[src/rtl/cos_ctrl_pkg.sv]
// cos_ctrl_pkg: state encoding and sizing shared by the cos(x) controller.
package cos_ctrl_pkg;
  localparam int ADDR_W = 3;
  localparam int LAST_ADDR_DEF = 7;
  typedef enum logic [3:0] {
    IDLE, WAIT_LOW, INIT, LOAD, SQUARE, MUL_X2, MUL_ROM, ACC, DONE
  } state_t;
endpackage

[src/rtl/cos_controller.sv]
// cos_controller: Moore FSM sequencing the cos(x) Taylor datapath.
// Optional COS_EARLY_EXIT_EN: lt in ACC ends the series before LAST_ADDR.
module cos_controller
  import cos_ctrl_pkg::*;
#(
  parameter int LAST_ADDR = LAST_ADDR_DEF
) (
  input  logic       clk,
  input  logic       rst,
  input  logic       start,
  input  logic       lt,
  output logic       done,
  output logic       ldx_x,
  output logic       ldx_x2,
  output logic       ldx_t,
  output logic       ldx_r,
  output logic       ld1_x,
  output logic       ld1_x2,
  output logic       ld1_t,
  output logic       ld1_r,
  output logic       selx_2to1,
  output logic       selx_3to1,
  output logic       selx2,
  output logic       selrom,
  output logic       selt,
  output logic       seladd,
  output logic [2:0] addr
);
`ifdef COS_EARLY_EXIT_EN
  localparam bit EARLY = 1'b1;
`else
  localparam bit EARLY = 1'b0;
`endif
  state_t state, nxt;
  logic stop;
  assign stop = addr == LAST_ADDR[ADDR_W-1:0] || (EARLY && lt);
  always_ff @(posedge clk or posedge rst)
    if (rst) begin
      state <= IDLE;
      addr <= '0;
    end else begin
      state <= nxt;
      if (state == INIT) addr <= '0;
      else if (state == ACC && !stop) addr <= addr + 1'b1;
    end
  always_comb begin
    nxt = state;
    case (state)
      IDLE:     nxt = start ? WAIT_LOW : IDLE;
      WAIT_LOW: nxt = start ? WAIT_LOW : INIT;
      INIT:     nxt = LOAD;
      LOAD:     nxt = SQUARE;
      SQUARE:   nxt = MUL_X2;
      MUL_X2:   nxt = MUL_ROM;
      MUL_ROM:  nxt = ACC;
      ACC:      nxt = stop ? DONE : MUL_X2;
      default:  nxt = IDLE;
    endcase
  end
  assign done = state == DONE;
  assign ld1_x = state == INIT;
  assign ld1_x2 = state == INIT;
  assign ld1_t = state == INIT;
  assign ld1_r = state == INIT;
  assign ldx_x = state == LOAD;
  assign ldx_x2 = state == SQUARE;
  assign ldx_t = state == MUL_X2 || state == MUL_ROM;
  assign ldx_r = state == ACC;
  assign selx_2to1 = ldx_t;
  assign selt = ldx_t;
  assign selx_3to1 = state == SQUARE;
  assign selx2 = state == MUL_X2;
  assign selrom = state == MUL_ROM;
  // even term index subtracts, odd adds
  assign seladd = state == ACC && addr[0];
endmodule

[config.mk]
export PLATFORM = sky130hd
export DESIGN_NAME = cos_controller
export DESIGN_NICKNAME = d
export VERILOG_FILES = /design/src/rtl/cos_ctrl_pkg.sv /design/src/rtl/cos_controller.sv
export SDC_FILE = /design/constraint.sdc
export NUM_CORES = 1
export LEC_CHECK = 0
export CORE_MARGIN = 1.5
export CORE_UTILIZATION = 25
export CTS_BUF_LIST = sky130_fd_sc_hd__clkbuf_8
export DETAILED_ROUTE_END_ITERATION = 12
export PLACE_DENSITY_LB_ADDON = 0.08
export SYNTH_ARGS = -nofsm -noshare
export SYNTH_HDL_FRONTEND = slang
export SYNTH_SLANG_ARGS = --single-unit
[constraint.sdc]
create_clock -name clk -period 1.74 [get_ports clk]
set_clock_uncertainty 0.15 [all_clocks]
set_input_delay 0.348 -clock clk [delete_from_list [all_inputs] [get_ports clk]]
set_output_delay 0.348 -clock clk [all_outputs]
set_load 0.05 [all_outputs]
==> impl_metrics.toml, run 1 <==
[synthesis]
synth_cells = 54
synth_top_area_share_pct = 38.36
synth_seq_cells = 7
ys_types = 20
synth.area.top_cells = "dfrtp_1 38%, buf_4 9.9%, a21oi_1 5.5%, ha_1 5.5%, nand2b_1 5.5%"
synth_area_leader_cell = "dfrtp_1"
synth_area_um2 = 456.7
synth_fp_nets = 60
yosysSeqAreaShare_pct = 38.36
ys_warn_count = 0
syn_area_per_cell_um2 = 8.457

[sta]
setup_viol = 13
hold_viol = 0
fin_crit_ns = 1.825
rsz0062_at_grt = "true"
fin_ws_ns = -0.08481
slew_headroom_pct = 82.12
fin_crit_sh_pct = 104.9
max_clock_freq_mhz = 548.0
worst_pin_slew_ns = 0.2679
finalMaxSlewViolations = 0

[global_routing]
grt.overflow.total = 0
antenna_found_initial = 0
grt_pass1_vias = 477
grt_max_degree = 8
grt_usage_pct = 14.80
grt_pass1_wl_um = 2021

[clocking]
cts_sinks = 7
cts_tree = "built"
cts.htree.levels = 1
numCtsBuffers = 3
clk_pin_slew_worst_paths_ns = 0.04
cts_root_buf = "clkbuf_8"
insertion_delay_ns = 0.23
cts_buffer_depth = 2

[critical_path]
critPathSlowestCell = "dfrtp_2"
cp_slowest_stage_delay_ns = 0.42
cp_cell_sequence = "buf_6 -> buf_6 -> nor3_4 -> buf_12"
crit_type = "flop to output port"
cp.arrival_ns = 1.33
worstSetupEndpointType = "output port"
startpoint_type = "flop"
cp_max_fo = 4
r2r_slack_ns = 0.13
critPathMostFrequentCell = "buf_6"
required_ns = 1.24

[cells_and_area]
fill_cells = 147
drive_gt1_share_pct = 66.29
postLayoutCoreUtil_pct = 67.54
multi_input_area_um2 = 331.6
n_antenna_cell = 0
syn2layout_area_growth_pct = 155.3
final_net_count = 96
seqCellArea_um2 = 181.4

[detailed_routing]
ant_nets = 0
drc_errors = 0
totalWireLength_um = 1280
vias = 518
drtIter0Drc = 2
wl_per_cell_um = 11.23
drt_pre_antenna_iters = 2
avgViaCountPerCell = 4.544

[floorplan]
initial_core_util_pct = 26.45
num_rows = 15
die_y_um = 45.74
die_w_um = 45.74
die-area_um2 = 2092
design.core.area_um2 = 1727
ios = 22

[hold_path]
hp-class = "input pin to async pin"

[placement]
dpl.hpwl_um = 840.4
gp_congestion = 0.7188
portBuffers = 20

[run_status]
violations = "negative setup slack"
status = "finished, violations left"

[job]
max_cap_violations = 0
[logic make-up after synthesis]
kind of cell               count (synthesis)  synth area share (%)
and+or+nand+nor                           23                 28.22
AOI/OAI and AO/OA                         11                 13.42
buffers and inverters                     11                 14.52
DFF                                        7                 38.36
adders and majority gates                  2                 5.479
[area by class of cell]
class,instances,area share (%)
flip-flops and latches,7,15.56
repair buffers,39,48.18
clock inverters,1,0.3219
well taps,25,2.682
inverters,3,1.288
multi-input cells,36,28.43
clock buffers,3,3.541
[final timing paths]
| check | startpoint | end | cells after the start |
|---|---|---|---|
| setup / recovery | state[0]$_DFF_PP0_ | selx_3to1 | 4 |
| hold / removal | rst | state[2]$_DFF_PP0_ | 2 |
| setup reg to reg | addr[0]$_DFFE_PP0P_ | addr[0]$_DFFE_PP0P_ | 4 |
| hold reg to reg | addr[1]$_DFFE_PP0P_ | addr[1]$_DFFE_PP0P_ | 2 |
| max in group asynchronous | rst | state[3]$_DFF_PP0_ | 2 |
| min in group clk | addr[1]$_DFFE_PP0P_ | addr[1]$_DFFE_PP0P_ | 2 |
[per-layer routing]
metal  GRT usage [%]  share of wire, %  wire length [um]  up-vias
met5               0                 0                 0        -
met3           7.143               6.6                84        5
li1                -                 -                 -      250
met4           8.571               2.4                31        0
met2           24.23                51               652       15
met1           15.25                40               513      248
[Yosys cell counts]
cell	number
nor2_1	5
a21oi_1	5
o21bai_1	1
nor3_1	4
buf_2	2
nand2_1	2
o21a_1	1
and2_1	1
or3_1	1
nand2b_1	4
nor2b_1	1
nand3_1	3
buf_4	6
o21ai_0	3
nor4b_1	1
ha_1	2
dfrtp_1	7
a31oi_1	1
inv_1	3
nand4b_2	1
[placed cells by master (no fill, tap or decap), drive strengths merged, types with 2 or more instances in the layout]
master         synthesis  routed
nand2                  2       2
nand2b                 4       4
o21ai                  3       3
nor3                   4       4
clkbuf                 0       3
nand3                  3       3
nor2                   5       5
buf                    8      37
clkdlybuf4s50          0       2
ha                     2       2
a21oi                  5       5
inv                    3       3
dfrtp                  7       7
[repair_timing]
action | CTS | global route
setup buffers | 9 | 2
resized for setup | 13 | 6
hold buffers | 0 | 0
endpoints found under the hold margin | 0 | 0
endpoints found under the setup margin | 15 | 15
pin swaps | 3 | 6
[per-stage QoR]
step	setup WS [ns]	cell area (um^2)	hold slack (ns)	cells	TNS [ns]
6_report	-0.08481	1166	0.2004	114	-0.8406
2_1_floorplan	-0.3043	550.5	0.001192	54	-1.488
3_3_place_gp	0.06945	958.4	0.4582	99	0
5_1_grt	-0.1213	1166	0.2249	114	-1.450
4_1_cts	-0.09627	1129	0.2107	112	-1.121
3_5_place_dp	0.05583	958.4	0.4499	99	0
[critical path: cells and delay by family (launching register included)]
family / cells / cell delay, ns
buffers and inverters: 3 / 0.43
and+or+nand+nor: 1 / 0.25
DFF: 1 / 0.42
[flip-flops by register name, indices dropped and copies added (netlist names)]
name and cells:
addr 3, state 4
Power of run 1 is not shown: default switching activity piles up to over one toggle a cycle in this logic, so the estimate is an artifact.
==> run 2, diff against run 1 <==
==> constraint.sdc (replaced) <==
create_clock -name clk -period 1.74 [get_ports clk]
set_clock_uncertainty 0.15 [all_clocks]
set_input_delay 0.261 -clock clk [delete_from_list [all_inputs] [get_ports clk]]
set_output_delay 0.261 -clock clk [all_outputs]
set_load 0.05 [all_outputs]
==> impl_metrics.toml, run 2 (synthesized netlist as in run 1, its figures left out) <==
[run_status]
status = "finished, violations left"
violations = "negative setup slack"

[global_routing]
grt_pass1_vias = 435
grt_usage_pct = 13.83
antenna_found_initial = 0
grt.overflow.total = 0
grt_pass1_wl_um = 1938
grt_max_degree = 10

[cells_and_area]
syn2layout_area_growth_pct = 130.1
seqCellArea_um2 = 181.4
multi_input_area_um2 = 295.3
mostFrequentLayoutCells = "19 x buf_12, 8 x buf_4, 5 x nor2_1, 5 x dfrtp_2, 4 x a21oi_1"
final_net_count = 88
drive_gt1_share_pct = 58.02
regMostFlops = "state"
n_antenna_cell = 0
fill_cells = 148
final_common_cell = "buf_12"
largest_register_ffs = 4
largestRegisters = "state: 4 flops, addr: 3 flops"
fin_area_um2 = 1051
postLayoutCoreUtil_pct = 60.87

[sta]
whs_ns = 0.1192
fin_ws_ns = -0.03301
finalMaxSlewViolations = 0
slew_headroom_pct = 80.01
rsz0062_at_grt = "true"
fin_crit_sh_pct = 101.9
setup_viol = 5
fin_crit_ns = 1.773
hold_viol = 0
max_clock_freq_mhz = 564.0
worst_pin_slew_ns = 0.2995

[detailed_routing]
wl_per_cell_um = 11.80
avgViaCountPerCell = 4.358
totalWireLength_um = 1251
drtIter0Drc = 10
drc_errors = 0
ant_nets = 0
drt_pre_antenna_iters = 2
vias = 462

[floorplan]
num_rows = 15
die-area_um2 = 2092
ios = 22
die_w_um = 45.74
design.core.area_um2 = 1727
die_y_um = 45.74
initial_core_util_pct = 26.45

[critical_path]
crit_type = "flop to output port"
cp_max_fo = 4
worstSetupEndpointType = "output port"
startpoint_type = "flop"
required_ns = 1.33
cp.arrival_ns = 1.36

[clocking]
cts.htree.levels = 1
insertion_delay_ns = 0.23
numCtsBuffers = 3
cts_sinks = 7
cts_tree = "built"
clk_pin_slew_worst_paths_ns = 0.04
hold_buffers = 0
cts_buffer_depth = 2
cts_root_buf = "clkbuf_8"

[hold_path]
hp-class = "input pin to async pin"

[placement]
dpl.hpwl_um = 841.3
placed_area_um2 = 880.8
portBuffers = 20
post-place-ws_ns = 0.06910
gp_congestion = 0.6933

[job]
max_cap_violations = 0
## run 2: metal layers
metal | vias to the layer above | global-route usage (%) | wire length [um]
li1 | 235 | - | -
met2 | 13 | 22.25 | 624
met4 | 0 | 5.143 | 11
met3 | 2 | 7.143 | 66
met5 | - | 0 | 0
met1 | 212 | 15.53 | 548
## run 2: worst max-delay path, stage by stage (launching register included)
cell,delay [ns]
dfrtp_2,0.44
buf_12,0.14
buf_6,0.11
nor3_4,0.26
buf_12,0.18
## run 2: area by class of cell
type	count	share of cell area, %
timing repair buffer	31	45.95
multi-input combinational	36	28.10
sequential	7	17.26
clock buffer	3	3.929
tap	25	2.976
inverter	3	1.429
clock inverter	1	0.3571
## run 2: path summary, 6_finish.rpt
path | cells after the start | slack [ns] | start | endpoint
worst max-delay path | 4 | -0.03 | state[0]$_DFF_PP0_ | ldx_x2
worst min-delay path | 2 | 0.12 | rst | addr[0]$_DFFE_PP0P_
worst max register to register | 4 | 0.16 | addr[0]$_DFFE_PP0P_ | addr[0]$_DFFE_PP0P_
worst min register to register | 2 | 0.42 | addr[2]$_DFFE_PP0P_ | addr[2]$_DFFE_PP0P_
max in group asynchronous | 2 | 1.07 | rst | state[1]$_DFF_PP0_
min in group clk | 2 | 0.42 | addr[2]$_DFFE_PP0P_ | addr[2]$_DFFE_PP0P_
## run 2: metrics by stage
stage	TNS (ns)	std cells
2_1_floorplan	-0.8326	54
3_3_place_gp	0	94
3_5_place_dp	0	94
4_1_cts	-0.3038	103
5_1_grt	-0.4911	106
6_report	-0.06668	106
## run 2: what timing repair did
item | CTS | global route
gates resized for setup | 4 | 2
pin swaps | 3 | 5
setup buffers | 5 | 3
setup endpoints to repair | 15 | 13
gates cloned | 0 | 0
Power of run 2 is left out for the same reason.
